$ cat src/rtl/rf_wb_arbiter_pkg.sv
// Shared writeback constants, source encoding and the register one-hot helper.
package rf_wb_arbiter_pkg;

    localparam int REG_ADDR_WIDTH = 5;
    localparam int NUM_REGS       = 32;
    localparam logic [31:0] ZERO_WORD = 32'h0000_0000;

    typedef enum logic {
        SRC_ALU = 1'b0,
        SRC_LSU = 1'b1
    } wb_src_e;

    // One-hot of a destination register; x0 never shows as pending.
    function automatic logic [NUM_REGS-1:0] rd_onehot(input logic [REG_ADDR_WIDTH-1:0] a);
        logic [NUM_REGS-1:0] m;
        m = '0;
        if (a != '0) begin
            m[a] = 1'b1;
        end
        return m;
    endfunction

endpackage

$ cat src/rtl/rf_wb_arbiter_fifo.sv
// Small writeback buffer: async-reset synchronous FIFO holding {rd, data} entries.
// Exposes every slot's rd and occupancy so the top can build the pending mask.
module wb_fifo #(
    parameter int W     = 37,
    parameter int DEPTH = 2,
    parameter int AW    = 5
) (
    input  logic                clk,
    input  logic                rst,
    input  logic                push,
    input  logic [W-1:0]        push_entry,
    input  logic                pop,
    output logic [W-1:0]        head,
    output logic                valid,
    output logic                full,
    output logic [DEPTH*AW-1:0] entry_rd,
    output logic [DEPTH-1:0]    entry_vld
);

    localparam int PW = (DEPTH > 1) ? $clog2(DEPTH) : 1;
    localparam int CW = $clog2(DEPTH + 1);

    logic [W-1:0]  mem [DEPTH];
    logic [PW-1:0] wr_ptr;
    logic [PW-1:0] rd_ptr;
    logic [CW-1:0] count;

    // Pointer and occupancy control; pointers wrap naturally because DEPTH is a power of two.
    always_ff @(posedge clk or posedge rst) begin
        if (rst) begin
            wr_ptr <= '0;
            rd_ptr <= '0;
            count  <= '0;
        end else begin
            if (push) begin
                wr_ptr <= wr_ptr + 1'b1;
            end
            if (pop) begin
                rd_ptr <= rd_ptr + 1'b1;
            end
            if (push && !pop) begin
                count <= count + 1'b1;
            end else if (pop && !push) begin
                count <= count - 1'b1;
            end
        end
    end

    // Payload storage carries no reset; occupancy alone decides what is live.
    always_ff @(posedge clk) begin
        if (push) begin
            mem[wr_ptr] <= push_entry;
        end
    end

    assign head  = mem[rd_ptr];
    assign valid = (count != '0);
    assign full  = (count == CW'(DEPTH));

    // A slot is live when its distance from the read pointer is below the count.
    always_comb begin
        logic [PW-1:0] off;
        off       = '0;
        entry_rd  = '0;
        entry_vld = '0;
        for (int i = 0; i < DEPTH; i++) begin
            off                  = PW'(i) - rd_ptr;
            entry_vld[i]         = (CW'(off) < count);
            entry_rd[i*AW +: AW] = mem[i][W-1 -: AW];
        end
    end

endmodule

$ cat src/rtl/rf_wb_arbiter.sv
// Register-file write-port arbiter between the ALU and LSU writeback buffers.
// LSU wins by default; the ALU is forced through after STARVE_MAX consecutive losses.
module rf_wb_arbiter
    import rf_wb_arbiter_pkg::*;
#(
    parameter int DW         = 32,
    parameter int AW         = REG_ADDR_WIDTH,
    parameter int DEPTH      = 2,
    parameter int STARVE_MAX = 3
) (
    input  logic                clk,
    input  logic                rst,
    input  logic                alu_valid,
    output logic                alu_ready,
    input  logic [AW-1:0]       alu_rd,
    input  logic [DW-1:0]       alu_data,
    input  logic                lsu_valid,
    output logic                lsu_ready,
    input  logic [AW-1:0]       lsu_rd,
    input  logic [DW-1:0]       lsu_data,
    output logic                reg_wen,
    output logic [AW-1:0]       rd,
    output logic [DW-1:0]       data_in,
    output logic                wb_src,
    output logic [NUM_REGS-1:0] pend_mask,
    output logic                idle
);

    localparam int EW = DW + AW;
    localparam int SW = $clog2(STARVE_MAX + 1);

    logic                alu_push, lsu_push;
    logic                alu_pop, lsu_pop;
    logic                alu_full, lsu_full;
    logic                alu_hv, lsu_hv;
    logic [EW-1:0]       alu_head, lsu_head;
    logic [DEPTH*AW-1:0] alu_erd, lsu_erd;
    logic [DEPTH-1:0]    alu_evld, lsu_evld;
    logic                alu_win, lsu_win;
    logic [SW-1:0]       starve_cnt;

    assign alu_ready = !alu_full;
    assign lsu_ready = !lsu_full;

    // x0 writes complete the handshake but are dropped here.
    assign alu_push = alu_valid && alu_ready && (alu_rd != '0);
    assign lsu_push = lsu_valid && lsu_ready && (lsu_rd != '0);

    wb_fifo #(.W(EW), .DEPTH(DEPTH), .AW(AW)) u_alu_fifo (
        .clk        (clk),
        .rst        (rst),
        .push       (alu_push),
        .push_entry ({alu_rd, alu_data}),
        .pop        (alu_pop),
        .head       (alu_head),
        .valid      (alu_hv),
        .full       (alu_full),
        .entry_rd   (alu_erd),
        .entry_vld  (alu_evld)
    );

    wb_fifo #(.W(EW), .DEPTH(DEPTH), .AW(AW)) u_lsu_fifo (
        .clk        (clk),
        .rst        (rst),
        .push       (lsu_push),
        .push_entry ({lsu_rd, lsu_data}),
        .pop        (lsu_pop),
        .head       (lsu_head),
        .valid      (lsu_hv),
        .full       (lsu_full),
        .entry_rd   (lsu_erd),
        .entry_vld  (lsu_evld)
    );

    // Grant and write-port drive; nothing is written while reset is held.
    always_comb begin
        alu_win = alu_hv && (!lsu_hv || (starve_cnt == SW'(STARVE_MAX)));
        lsu_win = lsu_hv && !alu_win;
        reg_wen = (alu_win || lsu_win) && !rst;
        wb_src  = SRC_ALU;
        rd      = '0;
        data_in = '0;
        if (lsu_win) begin
            wb_src  = SRC_LSU;
            rd      = lsu_head[EW-1 -: AW];
            data_in = lsu_head[DW-1:0];
        end else if (alu_win) begin
            rd      = alu_head[EW-1 -: AW];
            data_in = alu_head[DW-1:0];
        end
    end

    assign alu_pop = alu_win;
    assign lsu_pop = lsu_win;
    assign idle    = !alu_hv && !lsu_hv;

    // Count consecutive ALU losses while it has a head; any ALU win clears it.
    always_ff @(posedge clk or posedge rst) begin
        if (rst) begin
            starve_cnt <= '0;
        end else if (alu_win) begin
            starve_cnt <= '0;
        end else if (alu_hv && lsu_win && (starve_cnt != SW'(STARVE_MAX))) begin
            starve_cnt <= starve_cnt + 1'b1;
        end
    end

    // Pending mask is the OR of every live buffered destination in both sources.
    always_comb begin
        pend_mask = '0;
        for (int i = 0; i < DEPTH; i++) begin
            if (alu_evld[i]) begin
                pend_mask = pend_mask | rd_onehot(alu_erd[i*AW +: AW]);
            end
            if (lsu_evld[i]) begin
                pend_mask = pend_mask | rd_onehot(lsu_erd[i*AW +: AW]);
            end
        end
    end

endmodule

$ cat config.mk
export PLATFORM = sky130hd
export DESIGN_NAME = rf_wb_arbiter
export DESIGN_NICKNAME = d
export VERILOG_FILES = /design/src/rtl/rf_wb_arbiter_pkg.sv /design/src/rtl/rf_wb_arbiter_fifo.sv /design/src/rtl/rf_wb_arbiter.sv
export SDC_FILE = /design/constraint.sdc
export NUM_CORES = 1
export LEC_CHECK = 0
export CORE_MARGIN = 3
export CORE_UTILIZATION = 47
export DETAILED_ROUTE_END_ITERATION = 12
export HOLD_SLACK_MARGIN = 0.12
export PLACE_DENSITY = 0.77
export SLEW_MARGIN = 20
export SYNTH_ARGS = -nofsm -noshare
export SYNTH_HDL_FRONTEND = slang
export SYNTH_HIERARCHICAL = 1
export SYNTH_SLANG_ARGS = --single-unit
$ cat constraint.sdc
create_clock -name clk -period 3.1 [get_ports clk]
set_clock_uncertainty 0.15 [all_clocks]
set_input_delay 0.93 -clock clk [delete_from_list [all_inputs] [get_ports clk]]
set_output_delay 0.93 -clock clk [all_outputs]
set_load 0.005 [all_outputs]
## Word level (Yosys, flattened, before mapping)

Memory sizes are Yosys's and may differ from the RTL's.
Cells that the tools add are included.

| cells by class | value |
|---|---|
| bitwise logic cells | 3 |
| reduce and logical (&&, ||, !) cells | 40 |
| magnitude comparators | 12 |
| add/subtract/negate cells | 13 |
| equal/unequal tests | 4 |
| mux-type cells | 34 |

Operators with widths:

| operator | number |
|---|---|
| $mux W32 | 13 |
| $or A32 B32 Y32 | 3 |
| $reduce_bool A5 Y1 | 6 |
| $lt A5 B6 Y1 const B | 4 |
| $demux W1 S5 | 4 |
| $ge A5 B1 Y1 const B | 4 |
| $logic_and A1 B1 Y1 | 18 |
| $mux W2 | 6 |
| $mux W5 | 2 |
| $reduce_bool A2 Y1 | 5 |
| $logic_not A1 Y1 | 9 |
| $mux W1 | 9 |
| $lt A1 B2 Y1 | 4 |
| $add A2 B1 Y2 const B | 3 |
| $eq A2 B2 Y1 const B | 3 |
| $add A1 B1 Y1 const B | 4 |
| $sub A1 B1 Y1 const A | 4 |
| $sub A2 B1 Y2 const B | 2 |
| $logic_or A1 B1 Y1 | 2 |
| $ne A2 B2 Y1 const B | 1 |

| storage, ports and cells | value |
|---|---|
| logic and storage cells | 115 |
| register bits after elaboration | 10 |
| bits in writable memories | 148 |
| memories | 2 |

Memory list:

| memory | depth | width | read ports | clocked after Yosys merged registers in | write ports | RTL line | source |
|---|---|---|---|---|---|---|---|
| u_alu_fifo.mem | 2 | 37 | 3 | 0 | 1 | rf_wb_arbiter_fifo.sv:23 | `logic [W-1:0] mem [DEPTH];` |
| u_lsu_fifo.mem | 2 | 37 | 3 | 0 | 1 | rf_wb_arbiter_fifo.sv:23 |  |

## Logic depth before layout (Yosys ltp)

| depth | value |
|---|---|
| depth after elaboration | 12 |
| depth in mapped cells | 10 |
| depth with buffers taken out | 9 |

## Hierarchy

The synthesis kept the hierarchy.

By module, submodules not included:

| module | times used | cells each | area an instance (um^2) |
|---|---|---|---|
| wb_fifo | 2 | 145 | 2971.6 |
| rf_wb_arbiter | 1 | 284 | 1771.7 |

## Least setup slack after synthesis

No wires, ideal clock.

| timing path | value |
|---|---|
| path type | input to register |
| start | input port alu_rd[1] |
| end | memory u_alu_fifo.mem[0][0] (enable) |
| stages on the path | 3 |
| slack | -0.395 ns |
| arrival | 2.910 ns |
| setup time | 0.436 ns |
| data required time | 2.514 ns |
| cell sequence | or3_1 > o311a_1 > nor2b_1 |

| on the way | value |
|---|---|
| cells in the longest elaborated chain, start to end | 4 |

Ends and longest elaborated chain:

| item | RTL line | source |
|---|---|---|
| start, declared | rf_wb_arbiter.sv:15 | `input logic [AW-1:0] alu_rd,` |
| $reduce_bool A5 Y1 | rf_wb_arbiter.sv:46 | `assign alu_push = alu_valid && alu_ready && (alu_rd != '0);` |
| $logic_and A1 B1 Y1 | rf_wb_arbiter.sv:46 |  |
| via alu_push | rf_wb_arbiter.sv:32 | `logic alu_push, lsu_push;` |
| $mux W1 | rf_wb_arbiter_fifo.sv:51 | `if (push) begin` |
| $mux W1 (not written as such) | rf_wb_arbiter_fifo.sv:52 | `mem[wr_ptr] <= push_entry;` |
| end, declared | rf_wb_arbiter_fifo.sv:23 |  |

The timed path passes the listed nets, and every way through them passes these cells.

## Worst setup path in the final report

| timing path | value |
|---|---|
| start | register u_alu_fifo.count[0] |
| end | output port pend_mask[17] |

| on the way | value |
|---|---|
| elaborated cells on any way between the ends | 9 |
| classes of those cells | 2 x order compare; 4 x mux; 3 x bitwise |

RTL lines:

| item | RTL line | source |
|---|---|---|
| start, declared | rf_wb_arbiter_fifo.sv:26 | `logic [CW-1:0] count;` |
| start signal, assigned | rf_wb_arbiter_fifo.sv:42 | `count <= count + 1'b1;` |
| start signal, assigned | rf_wb_arbiter_fifo.sv:44 | `count <= count - 1'b1;` |
| $lt A1 B2 Y1 (*) | rf_wb_arbiter_fifo.sv:68 | `entry_vld[i] = (CW'(off) < count);` |
| via alu_evld[1] | rf_wb_arbiter.sv:38 | `logic [DEPTH-1:0] alu_evld, lsu_evld;` |
| $mux W32 (*) | rf_wb_arbiter.sv:112 | `if (alu_evld[i]) begin` |
| $or A32 B32 Y32 | rf_wb_arbiter.sv:116 | `pend_mask = pend_mask \| rd_onehot(lsu_erd[i*AW +: AW]);` |
| $mux W32 (*) | rf_wb_arbiter.sv:115 | `if (lsu_evld[i]) begin` |
| end, declared | rf_wb_arbiter.sv:25 | `output logic [NUM_REGS-1:0] pend_mask,` |

Mark *: on every way through the listed nets, which the timed path passes. The rest lies on a longest branch.

==> summary.md <==
| Metric | Value |
|---|---|
| Status | finished, violations left |
| Failing checks | negative setup slack |
| RSZ-0062 raised after global routing | yes |
| Tmin final | 3.19 ns |
| Final hold vios | 0 |
| CTS H-tree depth | 4 |
| R2R Path Start | u_lsu_fifo/count[1]$_DFFE_PP0P_ |
| Max clock buf depth | 2 |
| Sw Share | a little under two fifths |
| Max-cap violations | 0 |
| Final setup viols | 9 |
| Synth warn | 6 |
| Max-slew violations | 0 |
| Most common cell after layout, fill and taps aside | edfxtp_1 |
| DRT antenna net count | 0 |
| Simple-gate area share of the yosys netlist | a little under an eighth |
| PD cells | 995 mW/mm² |
| DIE AREA | 0.0180 mm² |
| Synth area leader | edfxtp_1 |
| Design area | 0.0112 mm² |
| LEAKAGE | 4.14 nW |
| Worst Hold Class | reg2reg |
| Layout cells sized above 1 | a little under half |
| Seq cells post-synth | 158 |
| Routability cong. | roughly 0.92 |
| Overflow after GRT | 0 |
| Die H | roughly 130 µm |
| Placed Area | 0.00949 mm² |
| Hold_sp | u_alu_fifo/wr_ptr$_DFFE_PP0P_ |
| Critical Path Max Stage Delay | 0.44 ns |
| Drt initial violations | between 600 and 700 |
| Slew HR | 25.6% |
| Nets | 864 |
| I/O pin total | 152 |
| GRT Total Usage | between 20% and 30% |
| Number of buffers inserted by port buffering | 150 |
| Initial Utilization | 48.2% |
| Fmax | 0.314 GHz |
| Synth-to-Final Area Change | 44.9% |
| CTS Sinks | 158 |
| Largest vdd supply drop | around 570 µV |
| Post-route DRC | 0 |
| Setup ws final | -0.0862 ns |
| Multiplexer share of the synthesized area | 10.8% |
| CP dominant cell by count | buf_6 |
| Largest family of logic cells by synthesized area | simple AND/OR/NAND/NOR gates |
| Cts hold-fix bufs | 0 |
| Compound-Gate Fraction of Synth Area | 9.80% |
| Mapped Area | 0.00771 mm² |
| Post-DP HPWL | 15,500 µm |
| Clock network power share | roughly a fifth |
| Crit path max fanout | 5 |
| Worst Setup SP | u_alu_fifo/count[0]$_DFFE_PP0P_ |
| Post-Synth Adder-Cell Area | less than 1% |
| Worst Path Required | 2.02 ns |
| Post-Synth XOR/XNOR Area | 1.14% |
| Wire length per cell | 23.3 µm |
| Final worst path period share | 103% |
| Vias in the first global route | 6,030 |
| Slew @ Worst Pin | 1.11 ns |
| Row cnt | 46 |
| Switching power | 4.18 mW |
| Combinational share of power | roughly 53% |
| Initial antenna violation count | 0 |
| Commonest non-fill, non-tap cells in the layout | 148 x edfxtp_1, 78 x clkdlybuf4s50_1, 72 x mux2_2, 56 x buf_4, 42 x nand2_1 |
| Total power | 11.1 mW |
| Syn Inst Count | 574 |
| TritonCTS clock tree | built |
| Via density | 5.91 |
| Clk root buf | clkbuf_16 |
| P_int | 6.95 mW |
| Die Wd | between 100 and 150 µm |
| Slowest cell on crit path | dfrtp_2 |
| First-pass GRT wire length | roughly 33,000 µm |
| Number of diodes | 0 |
| CP Cell Sequence | a21o_1 > buf_6 > and4bb_2 > buf_6 > a22oi_2 > o221ai_2 > buf_2 |
| Top area cells in the synthesized netlist | edfxtp_1 58%, mux2_2 11%, o221ai_1 3.4% |
| Area of the core | 0.0160 mm² |
| CTS Buf Count | 17 |
| Largest net degree at the start of global routing | 43 |
| Mapped Nets | 655 |
| Library cells used by synthesis | 42 |
| WS Path Type | reg2out |
| Share of the synthesized area in the top cell type | about 58% |
| Startpoint Class | register |
| Vias | approximately 6,000 |
| Worst setup EP type | output port |
| Worst EP arrival | ~2.1 ns |
| Avg Cell Area, Syn | 13.4 µm² |
| Clock Latency Late Sink | between 0.4 and 0.5 ns |
| CTS clk-pin slew, worst paths | 0.06 ns |
| Final Routed Wirelength | 23,600 µm |
| Sequential element share of the synthesized area | 60.8% |
| Sequential share of power | 28.6% |
| Router iterations before antenna repair | 5 |
final cells by class:
class / instances / area, µm²
flip-flops and latches: 158 / 4700
inverters: 11 / 41.3
clock inverters: 15 / 173
well taps: 216 / 270
multi-input cells: 356 / 3300
clock buffers: 17 / 425
fillers: 1126 / 4820
repair buffers: 239 / 2270
worst max-delay path: cells and delay by family, from the launching register on:
| kind | cells | cell delay [ns] |
|---|---|---|
| and+or+nand+nor | 1 | 0.26 |
| AOI/OAI and AO/OA | 3 | 0.56 |
| DFF | 1 | 0.44 |
| buffers and inverters | 3 | 0.43 |
kinds of logic after synthesis:
group | count (synthesis)
flip-flops | 158
XOR/XNOR | 10
AND/OR/NAND/NOR | 161
multiplexers | 74
other | 1
adder cells (fa/ha/maj) | 3
buffers and inverters | 60
AO/OA/AOI/OAI | 107
state kept, by name (all words and copies together) (netlist names):
register           count
u_alu_fifo/mem        74
u_lsu_fifo/mem        74
starve_cnt             2
u_alu_fifo/count       2
u_lsu_fifo/count       2
u_alu_fifo/rd_ptr      1
u_alu_fifo/wr_ptr      1
u_lsu_fifo/rd_ptr      1
u_lsu_fifo/wr_ptr      1
timing repair:
| item | in CTS | in global routing |
|---|---|---|
| setup endpoints to repair | 71 | 70 |
| setup buffers | 31 | 10 |
| resized for setup | 287 | 92 |
| cloned | 0 | 10 |
| pin swaps | 15 | 27 |
final timing paths:
path	cells after the start	slack [ns]	end
min	1	0.39	u_alu_fifo/wr_ptr$_DFFE_PP0P_
max in group asynchronous	3	2.01	u_alu_fifo/count[0]$_DFFE_PP0P_
min in group asynchronous	3	0.57	starve_cnt[1]$_DFFE_PP0P_
max	7	-0.09	pend_mask[17]
min reg2reg	1	0.39	u_alu_fifo/wr_ptr$_DFFE_PP0P_
max reg2reg	8	0.64	u_lsu_fifo/mem[0][30]$_DFFE_PP_
power groups by stage:
stage	clock [mW]	combinational [mW]	sequential (mW)
detailed placement	0	4.54	3.21
finish	2.07	5.87	3.19
global route	2.20	6.19	3.23
global placement	0	4.48	3.18
CTS	2.10	5.07	3.17
floorplan	0	2.48	3.10
metrics by stage:
stage,cells,hold WS [ns],setup WS [ns],setup TNS (ns),utilization (%)
after floorplan,574,0.323,0.297,0,-
after global placement,929,0.369,-0.0616,-1.98,59.3
after detailed placement,929,0.375,-0.104,-7.46,59.3
after CTS,992,0.391,-0.0859,-0.433,66.8
after global routing,1012,0.403,-0.145,-2.03,69.9
final,1012,0.391,-0.0862,-0.328,69.9
per-layer routing:
metal  vias to the layer above  part of all wire (%)  track usage (%)
met5                         -                     0                0
met3                        45                   7.8             6.49
li1                       2661                     -                -
met1                      2955                    38             28.3
met4                         0                   2.7             9.79
met2                       324                    51             42.1
cell usage after synthesis, drive strengths merged:
library cell and instances:
edfxtp 148, mux2 74, nand2 44, nand3 41, o21ai 38, buf 37
o221ai 30, a22oi 26, nor2b 15, clkbuf 12, inv 11, dfrtp 10
nor2 10, nand2b 9, xor2 8, and4b 6, and4bb 6, or2 6
and2 5, a21o 4, a32oi 4, nand4b 4, ha 3, nand3b 3
and2b 2, and4 2, nand4 2, nor4b 2, o22ai 2, o311a 2
or3 2, xnor2 2, a311o 1, conb 1, nand4bb 1, or4b 1
Note: power is estimated with default switching activity, not from simulation.
